## config.mk

```make
export PLATFORM = sky130hd
export DESIGN_NAME = fmap_spad_loader
export DESIGN_NICKNAME = d
export VERILOG_FILES = /design/src/rtl/pe_pkg.sv /design/src/rtl/fmap_spad_ram.sv /design/src/rtl/fmap_spad_loader.sv
export SDC_FILE = /design/constraint.sdc
export NUM_CORES = 1
export LEC_CHECK = 0
export BUFFER_PORTS_ARGS = -buffer_cell sky130_fd_sc_hd__buf_4
export CAP_MARGIN = 30
export CORE_AREA = 2 2 201 203
export CTS_CLUSTER_DIAMETER = 60
export DETAILED_ROUTE_END_ITERATION = 10
export DIE_AREA = 0 0 203 205
export GPL_TIMING_DRIVEN = 0
export PLACE_DENSITY = 0.65
export SYNTH_ARGS = -nofsm -noshare
export SYNTH_HDL_FRONTEND = slang
export SYNTH_HIERARCHICAL = 1
export SYNTH_SLANG_ARGS = --single-unit
```

## constraint.sdc

```tcl
create_clock -name clk -period 11.55 [get_ports clk]
set_clock_uncertainty 0.05 [all_clocks]
set_input_delay 1.7325 -clock clk [delete_from_list [all_inputs] [get_ports clk]]
set_output_delay 1.7325 -clock clk [all_outputs]
set_load 0.1 [all_outputs]
```

## src/rtl/pe_pkg.sv

```systemverilog
// Shared types and helpers for the feature-map scratchpad loader.
package pe_pkg;

  typedef enum logic [1:0] {StIdle, StLoad, StDone} fmap_state_e;

  // Address arithmetic is done at this width, then cast down to the pointer width.
  localparam int unsigned CalcWidth = 32;

  // Operands are assumed already reduced (< size), so one conditional subtract suffices.
  function automatic logic [CalcWidth-1:0] mod_add(input logic [CalcWidth-1:0] a,
                                                   input logic [CalcWidth-1:0] b,
                                                   input logic [CalcWidth-1:0] size);
    logic [CalcWidth-1:0] sum;
    sum = a + b;
    if (sum >= size) sum = sum - size;
    return sum;
  endfunction

  function automatic logic [CalcWidth-1:0] mod_inc(input logic [CalcWidth-1:0] a,
                                                   input logic [CalcWidth-1:0] size);
    return mod_add(a, 32'd1, size);
  endfunction

endpackage

```

## src/rtl/fmap_spad_ram.sv

```systemverilog
// Scratchpad storage: one write port, one registered read port, read-old-data on collision.
module fmap_spad_ram #(
  parameter int unsigned DATA_WIDTH = 16,
  parameter int unsigned DEPTH      = 12,
  parameter int unsigned AW         = 4
) (
  input  logic                  clk_i,
  input  logic                  we_i,
  input  logic [AW-1:0]         waddr_i,
  input  logic [DATA_WIDTH-1:0] wdata_i,
  input  logic                  re_i,
  input  logic [AW-1:0]         raddr_i,
  output logic [DATA_WIDTH-1:0] rdata_o
);

  logic [DATA_WIDTH-1:0] mem_q [DEPTH];
  logic [DATA_WIDTH-1:0] rdata_q;

  // Both accesses are non-blocking on the same edge, so a colliding read sees the old word.
  always_ff @(posedge clk_i) begin
    if (we_i) mem_q[waddr_i] <= wdata_i;
    if (re_i) rdata_q <= mem_q[raddr_i];
  end

  assign rdata_o = rdata_q;

endmodule

```

## src/rtl/fmap_spad_loader.sv

```systemverilog
// Feature-map scratchpad loader: full/shift bursts into a circular pad, windowed reads.
// Optional FMAP_ZERO_PAD_EN adds a pad_zero input that writes zero words into a burst.
module fmap_spad_loader
  import pe_pkg::*;
#(
  parameter int unsigned DATA_WIDTH  = 16,
  parameter int unsigned PARA_WIDTH  = 8,
  parameter int unsigned IF_PAD_SIZE = 12,
  parameter int unsigned ADDR_WIDTH  = 8
) (
  input  logic                  clk,
  input  logic                  rst,
  input  logic [PARA_WIDTH-1:0] S,
  input  logic [PARA_WIDTH-1:0] U,
  input  logic [PARA_WIDTH-1:0] q,
  input  logic                  start_config,
  input  logic                  start_feature_load,
  input  logic                  load_full_cloumn,
  input  logic [DATA_WIDTH-1:0] feature_in,
  input  logic                  feature_in_en,
  output logic                  fmap_pe_ready,
`ifdef FMAP_ZERO_PAD_EN
  input  logic                  pad_zero,
`endif
  input  logic                  rd_en,
  input  logic [ADDR_WIDTH-1:0] rd_addr,
  output logic [DATA_WIDTH-1:0] rd_data,
  output logic                  rd_valid,
  output logic                  shift_finish_flg,
  output logic                  window_valid,
  output logic                  cfg_err
);

  localparam int unsigned PtrW  = (IF_PAD_SIZE > 1) ? $clog2(IF_PAD_SIZE) : 1;
  localparam int unsigned ProdW = 2 * PARA_WIDTH;

  fmap_state_e state_q, state_d;
  logic [PARA_WIDTH-1:0] s_q, s_d, u_q, u_d, qc_q, qc_d;
  logic                  cfg_err_q, cfg_err_d;
  logic [PtrW-1:0]       base_q, base_d, wr_ptr_q, wr_ptr_d;
  logic [ProdW-1:0]      len_q, len_d, cnt_q, cnt_d;
  logic                  shift_q, shift_d;
  logic                  window_valid_q, window_valid_d;
  logic                  rd_valid_q, rd_zero_q;

  logic [ProdW-1:0]      sq_cfg, uq_cfg, sq_in, burst_len;
  logic                  cfg_bad_in;
  logic                  pad_xfer, stream_xfer, xfer;
  logic [DATA_WIDTH-1:0] wdata;
  logic                  rd_oob;
  logic [PtrW-1:0]       rd_phys;
  logic [DATA_WIDTH-1:0] ram_rdata;

  assign sq_cfg = {{PARA_WIDTH{1'b0}}, s_q} * {{PARA_WIDTH{1'b0}}, qc_q};
  assign uq_cfg = {{PARA_WIDTH{1'b0}}, u_q} * {{PARA_WIDTH{1'b0}}, qc_q};
  assign sq_in  = {{PARA_WIDTH{1'b0}}, S} * {{PARA_WIDTH{1'b0}}, q};

  assign cfg_bad_in = (S == '0) || (U == '0) || (q == '0) || (U > S) ||
                      (32'(sq_in) > IF_PAD_SIZE);

`ifdef FMAP_ZERO_PAD_EN
  // A pad cycle takes the write port, so the stream is held off for that cycle.
  assign pad_xfer      = (state_q == StLoad) && pad_zero;
  assign fmap_pe_ready = (state_q == StLoad) && !pad_zero;
`else
  assign pad_xfer      = 1'b0;
  assign fmap_pe_ready = (state_q == StLoad);
`endif

  assign stream_xfer = fmap_pe_ready && feature_in_en;
  assign xfer        = stream_xfer || pad_xfer;
  assign wdata       = pad_xfer ? '0 : feature_in;

  always_comb begin
    state_d        = state_q;
    s_d            = s_q;
    u_d            = u_q;
    qc_d           = qc_q;
    cfg_err_d      = cfg_err_q;
    base_d         = base_q;
    wr_ptr_d       = wr_ptr_q;
    len_d          = len_q;
    cnt_d          = cnt_q;
    shift_d        = shift_q;
    window_valid_d = window_valid_q;
    burst_len      = load_full_cloumn ? sq_cfg : uq_cfg;

    case (state_q)
      StIdle: begin
        if (start_config) begin
          s_d       = S;
          u_d       = U;
          qc_d      = q;
          cfg_err_d = cfg_bad_in;
        end
        // A zero-length burst (unconfigured after reset) could never complete, so refuse it.
        if (start_feature_load && !cfg_err_q && (load_full_cloumn || window_valid_q) &&
            (burst_len != '0)) begin
          state_d = StLoad;
          len_d   = burst_len;
          cnt_d   = '0;
          shift_d = !load_full_cloumn;
          if (load_full_cloumn) begin
            wr_ptr_d       = '0;
            base_d         = '0;
            window_valid_d = 1'b0;
          end else begin
            wr_ptr_d = PtrW'(mod_add(32'(base_q), 32'(sq_cfg), IF_PAD_SIZE));
          end
        end
      end
      StLoad: begin
        if (xfer) begin
          wr_ptr_d = PtrW'(mod_inc(32'(wr_ptr_q), IF_PAD_SIZE));
          cnt_d    = cnt_q + ProdW'(1);
          if (cnt_q + ProdW'(1) == len_q) begin
            state_d        = StDone;
            window_valid_d = 1'b1;
            if (shift_q) base_d = PtrW'(mod_add(32'(base_q), 32'(uq_cfg), IF_PAD_SIZE));
          end
        end
      end
      StDone:  state_d = StIdle;
      default: state_d = StIdle;
    endcase
  end

  assign rd_oob  = (32'(rd_addr) >= 32'(sq_cfg)) || (32'(rd_addr) >= IF_PAD_SIZE);
  assign rd_phys = PtrW'(mod_add(32'(base_q), 32'(rd_addr), IF_PAD_SIZE));

  always_ff @(posedge clk) begin
    if (!rst) begin
      state_q        <= StIdle;
      s_q            <= '0;
      u_q            <= '0;
      qc_q           <= '0;
      cfg_err_q      <= 1'b0;
      base_q         <= '0;
      wr_ptr_q       <= '0;
      len_q          <= '0;
      cnt_q          <= '0;
      shift_q        <= 1'b0;
      window_valid_q <= 1'b0;
      rd_valid_q     <= 1'b0;
      rd_zero_q      <= 1'b1;
    end else begin
      state_q        <= state_d;
      s_q            <= s_d;
      u_q            <= u_d;
      qc_q           <= qc_d;
      cfg_err_q      <= cfg_err_d;
      base_q         <= base_d;
      wr_ptr_q       <= wr_ptr_d;
      len_q          <= len_d;
      cnt_q          <= cnt_d;
      shift_q        <= shift_d;
      window_valid_q <= window_valid_d;
      rd_valid_q     <= rd_en;
      if (rd_en) rd_zero_q <= rd_oob;
    end
  end

  fmap_spad_ram #(
    .DATA_WIDTH(DATA_WIDTH),
    .DEPTH     (IF_PAD_SIZE),
    .AW        (PtrW)
  ) u_ram (
    .clk_i  (clk),
    .we_i   (xfer),
    .waddr_i(wr_ptr_q),
    .wdata_i(wdata),
    .re_i   (rd_en && !rd_oob),
    .raddr_i(rd_phys),
    .rdata_o(ram_rdata)
  );

  assign rd_data          = rd_zero_q ? '0 : ram_rdata;
  assign rd_valid         = rd_valid_q;
  assign shift_finish_flg = (state_q == StDone);
  assign window_valid     = window_valid_q;
  assign cfg_err          = cfg_err_q;

endmodule

```

==> results of run 1 <==
==> worst max-delay path, cell delays in order (launching register included) <==
cell and delay, ns:
dfxtp_1 0.52, clkbuf_1 0.42, nand2_1 0.15, fa_1 0.54, fa_1 0.55, inv_1 0.05, fa_1 0.53, inv_1 0.06
fa_1 0.52, inv_1 0.04, ha_1 0.37, o211ai_1 0.12, o21bai_1 0.39, a31oi_1 0.16, xnor2_1 0.28, mux2i_1 0.21
or4_4 0.57, o311ai_0 0.48, nand3_1 0.31, o22ai_1 0.23
==> power breakdown <==
| part | total [mW] | switching (mW) | internal, mW |
|---|---|---|---|
| Clock | 1.03 | 0.430 | 0.605 |
| Sequential | 1.12 | 0.0272 | 1.09 |
| Combinational | 0.571 | 0.338 | 0.233 |
| Total | 2.73 | 0.795 | 1.93 |
==> through the flow <==
stage                     instance area [µm²]  setup WS (ns)
after floorplan                         19500           5.63
after global placement                  20700           4.58
after detailed placement                20900           4.84
after CTS                               22000           4.89
after global routing                    22000           4.35
final                                   22000           4.89
==> state kept, by name (all words and copies together), names as in the netlist <==
signal / flops
u_ram/mem_q: 192
cnt_q: 16
len_q: 16
u_ram/rdata_o: 16
qc_q: 8
s_q: 8
u_q: 8
base_q: 4
wr_ptr_q: 4
state_q: 2
cfg_err: 1
rd_valid: 1
rd_zero_q: 1
shift_q: 1
window_valid: 1
==> cell type report <==
class,instances,area share (%)
Clock buffer,43,4.02
Tap cell,525,2.98
Multi-Input combinational cell,1253,49.0
Clock inverter,19,1.04
Buffer,79,1.68
Timing Repair Buffer,81,3.19
Inverter,193,3.29
Sequential cell,279,34.8
==> cells in the final DEF, fill, tap and decap left out, types with 46 or more instances in the layout <==
master    count
edfxtp_1    208
nand2_1     160
nor2_1       62
clkbuf_1     64
buf_4        67
fa_1        111
and2_1      146
ha_1        143
inv_1       191
a21oi_1      86
dfxtp_1      71
mux2i_1      46
==> kinds of logic (layout without fill, tap and decap cells) <==
| family | after synthesis | after routing | share of synthesized area [%] |
|---|---|---|---|
| AO/OA/AOI/OAI | 301 | 301 | 10.7 |
| adder cells (fa/ha/maj) | 254 | 254 | 20.6 |
| XOR/XNOR | 55 | 55 | 2.47 |
| AND/OR/NAND/NOR | 562 | 562 | 15.1 |
| multiplexers | 81 | 81 | 6.28 |
| buffers and inverters | 272 | 415 | 5.61 |
| flip-flops | 279 | 279 | 39.3 |
==> how the worst min path moves through the flow <==
stage | startpoint | end | slack [ns]
2_1_floorplan | len_q[5]$_SDFFE_PN0P_ | len_q[5]$_SDFFE_PN0P_ | 0.39
3_3_place_gp | len_q[5]$_SDFFE_PN0P_ | len_q[5]$_SDFFE_PN0P_ | 0.41
3_5_place_dp | len_q[0]$_SDFFE_PN0P_ | len_q[0]$_SDFFE_PN0P_ | 0.41
4_1_cts | len_q[0]$_SDFFE_PN0P_ | len_q[0]$_SDFFE_PN0P_ | 0.42
5_1_grt | len_q[5]$_SDFFE_PN0P_ | len_q[5]$_SDFFE_PN0P_ | 0.44
6_report | len_q[5]$_SDFFE_PN0P_ | len_q[5]$_SDFFE_PN0P_ | 0.42
==> synthesized netlist by cell type (all sizes together) (5+ instances only) <==
cell    count
mux2i      46
fa        111
ha        143
o22ai       8
a22oi      19
buf        22
xor2       19
a31oi      21
nand2b     12
nand3b      5
nand3      30
a211oi     17
or3        10
and3        8
o311a       5
a21o       24
nand4b      5
o31ai       5
o211ai     12
xnor2      36
or4         6
edfxtp    208
o21ai      39
nor2b      31
clkbuf     57
nor3b      11
nor2       71
o221ai     18
inv       192
dfxtp      71
mux4       32
nor4       21
and2      146
o21bai      6
nor3       30
nand2     161
a21oi      87
==> layer usage <==
| layer | up-vias | wire, µm |
|---|---|---|
| li1 | 6639 | - |
| met2 | 353 | 23400 |
| met3 | 84 | 2290 |
| met5 | - | 0 |
| met1 | 6822 | 19500 |
| met4 | 0 | 1470 |
==> results.ini, run 1 <==
[status]
status=complete, no violations

[grt]
grt_pass1_wl_um=74700
grt_max_degree=17
top_usage_layer=met2
groute.usage.overall_pct=22.9
grt_pass1_vias=14100
use_met1_pct=28.1
antenna_found_initial=0
grt_use_met3_pct=3.58
gr-usage-met2_pct=41.0
overflow=0

[cts]
root_buffer=clkbuf_16
htree_levels=2
clk_latency_ns=0.54
cts_made_buffers=34
path_clk_slew_ns=0.06
clock_sinks=279
post_cts_resized=0
cts_setup_buffers=0
cts_buffer_depth=3
holdBufCountCts=0
cts_tree=yes

[timing]
finalHoldViolations=0
worst_pin_slew_ns=0.849
slew_headroom_pct=42.9
whs_ns=0.421
slew_viol_final=0
period_share_pct=57.6
finalSetupViolations=0
fmax_ghz=0.150
rsz0062_at_grt=false
finalWorstPathRequiredPeriod_ns=6.66
setup_tns_ns=0

[worst_setup_path]
endpoint=base_q[0]$_SDFFE_PN0P_
critPathLaunchType=flop
critPathLaunch=qc_q[7]$_SDFFE_PN0P_
reg2reg_to=base_q[0]$_SDFFE_PN0P_
critPathKind=flop to flop
endpoint_kind=flop
reg2reg_from=qc_q[7]$_SDFFE_PN0P_
reg2reg_depth=19
cp_max_fo=10
critical_path_required_ns=11.96
rrSetupSlack_ns=4.89
critPathArrivalTime_ns=7.07

[layout]
multiInputGateArea_mm2=0.0108
drive_gt1_share_pct=11.1
final_nets=2230
stdcell_count=2472
synthToLayoutAreaGrowth_pct=12.9
fill_cells=3364
seq_area_mm2=0.00767
n_antenna_cell=0
fin_util_pct=55.9

[synthesis]
yosysWarnings=6
synth_top_area_share_pct=32.0
yosys_most_used_dff=edfxtp_1
syn-num-nets=2113
synth-edff-count=208
synthArstFlopShare_pct=0
synth.area.top_cells=edfxtp_1 (32%), fa_1 (11%), ha_1 (9.2%)
ys_ff_latch=279
ys_seq_area_share_pct=39.3
avgSynthCellArea_um2=10.8
synthCells=1804
synth_top_area_cell=edfxtp_1
synth_cell_types=82
syn_area_mm2=0.0195

[power]
ir_worst_vdd_mv=0.114
power_density_mw_per_mm2=124
total_power_mw=2.73
p_leak_nw=9.26

[drt]
drt_iter0_drc=845
ant_nets=0
drt_first_pass_iters=5
drc=0
wl_per_cell_um=18.9
vias=13900
vias_per_cell=5.62
wirelength_um=46700

[min_path]
worstHoldPathCells=2
hp-class=flop to flop

[place]
gp_congestion=0.904
hpwl_um=35300
portBuffers=66
dp.cells=2410

[die]
start_util_pct=49.6
die_h_um=205
io_pins=76
dieArea_mm2=0.0416
num_rows=73
core_area_mm2=0.0394
die_x_um=203

[run]
maxCapViolCount=0

Note: power is estimated with default switching activity, not from simulation.
==> inputs of run 2 (changes only) <==
Clock period 11.55 ns to 6.62 ns, I/O delays scaled along.
==> run 2 against run 1 <==
Sequential power grew 75%. Combinational power rose by 75%. Die area is the same. Sequential share of layout area about the same. Fmax grew 5.0%.
==> results.ini, run 2 (same netlist as run 1, synthesis figures left out) <==
[timing]
finalWorstPathRequiredPeriod_ns=6.34  ; -0.314 ns
slew_viol_final=0  ; unchanged
fmax_ghz=0.158  ; +5.0%
finalSetupViolations=0  ; unchanged
worst_slack_ns=0.278  ; -4.62 ns
slew_headroom_pct=43.6  ; +0.72 points
period_share_pct=95.8  ; +38 points
finalHoldViolations=0  ; unchanged
rsz0062_at_grt=false
setup_tns_ns=0  ; unchanged
worst_pin_slew_ns=0.839  ; -0.0108 ns
whs_ns=0.422  ; +0.000633 ns

[die]
die_h_um=205  ; unchanged
die_x_um=203  ; unchanged
io_pins=76  ; unchanged
dieArea_mm2=0.0416  ; unchanged
core_area_mm2=0.0394  ; unchanged
num_rows=73  ; unchanged
start_util_pct=49.6  ; unchanged

[grt]
antenna_found_initial=0  ; unchanged
grt_pass1_vias=14100  ; unchanged
overflow=0  ; unchanged
groute.usage.overall_pct=22.9  ; about the same
grt_max_degree=17  ; unchanged
grt_pass1_wl_um=74700  ; about the same

[place]
portBuffers=66  ; unchanged
hpwl_um=35300  ; unchanged
gp_congestion=0.904  ; unchanged
dpl-instance-area_mm2=0.0209  ; unchanged
dp.cells=2410  ; unchanged
post-place-ws_ns=-0.0180  ; -4.86 ns

[cts]
cts_tree=yes
clock_sinks=279  ; unchanged
root_buffer=clkbuf_16
cts_buffer_depth=3  ; unchanged
cts_made_buffers=34  ; unchanged
clk_latency_ns=0.54  ; about the same
htree_levels=2  ; unchanged
path_clk_slew_ns=0.06  ; about the same
cts_setup_buffers=0  ; unchanged
holdBufCountCts=0  ; unchanged

[layout]
final_cell_mix=edfxtp_1 (208), inv_1 (191), nand2_1 (160), and2_1 (146), ha_1 (143)
fin_util_pct=56.0  ; about the same
multiInputGateArea_mm2=0.0108  ; about the same
n_antenna_cell=0  ; unchanged
seq_area_mm2=0.00767  ; about the same
regMostFlops=u_ram/mem_q
fill_cells=3362  ; -0.059%
mostFrequentLayoutCell=edfxtp_1
postLayoutCellArea_mm2=0.0220  ; about the same
synthToLayoutAreaGrowth_pct=13.0  ; about the same
drive_gt1_share_pct=11.6  ; +0.51 points
final_nets=2230  ; unchanged
stdcell_count=2472  ; unchanged
largest_reg_flops=192  ; unchanged

[drt]
drt_iter0_drc=865  ; +2.4%
wirelength_um=46700  ; about the same
vias_per_cell=5.64  ; +0.25%
drc=0  ; unchanged
ant_nets=0  ; unchanged
vias=13900  ; +0.25%
drt_first_pass_iters=5  ; unchanged
wl_per_cell_um=18.9  ; about the same

[power]
ir_worst_vdd_mv=0.199  ; +74%
total_power_mw=4.76  ; +74%
p_leak_nw=9.28  ; +0.29%
power_density_mw_per_mm2=216  ; +74%

[worst_setup_path]
rrSetupSlack_ns=0.28  ; -4.62 ns
critical_path_required_ns=7.02  ; -4.94 ns
critPathArrivalTime_ns=6.74  ; -0.33 ns
critPathLaunch=qc_q[3]$_SDFFE_PN0P_
critPathLaunchType=flop
critPathKind=flop to flop
reg2reg_depth=21  ; +2
reg2reg_to=len_q[5]$_SDFFE_PN0P_
reg2reg_from=qc_q[3]$_SDFFE_PN0P_
endpoint_kind=flop
endpoint=len_q[5]$_SDFFE_PN0P_
cp_max_fo=10  ; unchanged

[status]
status=complete, no violations

[min_path]
hp-class=flop to flop

[run]
maxCapViolCount=0  ; unchanged

run 2: cell count changes in the layout (fill, tap and decap cells not counted), sizes merged:
| cell | change |
|---|---|
| buf | +1 |
| clkbuf | -1 |
run 2: cell type report:
type,instances,share of cell area (%)
clock buffer,43,4.01
buffer,79,1.71
tap,525,2.98
sequential,279,34.8
multi-input combinational,1253,49.0
clock inverter,19,1.04
timing repair buffer,81,3.18
inverter,193,3.29
run 2: routing by layer:
layer  GRT usage, %  vias to the layer above  part of all wire (%)
met5              0                        -                     0
met4           8.00                        0                   3.1
met3           3.58                       82                   5.2
met2           41.0                      374                    50
met1           28.0                     6839                    42
li1               -                     6638                     -
run 2: report_power, final:
| part | switching (mW) | internal [mW] | total (mW) |
|---|---|---|---|
| Sequential | 0.0472 | 1.91 | 1.96 |
| Combinational | 0.590 | 0.408 | 0.999 |
| Clock | 0.747 | 1.05 | 1.80 |
run 2: critical path: stages (launching register included):
cell and delay, ns:
dfxtp_1 0.51, clkbuf_2 0.31, nand2_1 0.11, fa_1 0.49, fa_1 0.49, inv_1 0.06, fa_1 0.54, inv_1 0.06
fa_1 0.41, inv_1 0.07, ha_1 0.21, buf_2 0.17, and2_1 0.19, and4_4 0.22, o311a_4 0.38, o211a_1 0.21
nor4_1 0.69, or4_4 0.30, o311a_4 0.22, buf_2 0.23, o211ai_1 0.17, a21oi_1 0.17
run 2: worst min path at each step:
stage	depth (start not counted)	end	from	slack, ns
after floorplan	2	len_q[5]$_SDFFE_PN0P_	len_q[5]$_SDFFE_PN0P_	0.39
after global placement	2	len_q[5]$_SDFFE_PN0P_	len_q[5]$_SDFFE_PN0P_	0.41
after detailed placement	2	len_q[0]$_SDFFE_PN0P_	len_q[0]$_SDFFE_PN0P_	0.41
after CTS	2	len_q[0]$_SDFFE_PN0P_	len_q[0]$_SDFFE_PN0P_	0.42
after global routing	2	len_q[5]$_SDFFE_PN0P_	len_q[5]$_SDFFE_PN0P_	0.44
final	2	len_q[5]$_SDFFE_PN0P_	len_q[5]$_SDFFE_PN0P_	0.42
run 2: timing repair:
item	CTS	global route
resized for setup	1	16
endpoints found under the hold margin	0	0
setup endpoints to repair	6	59
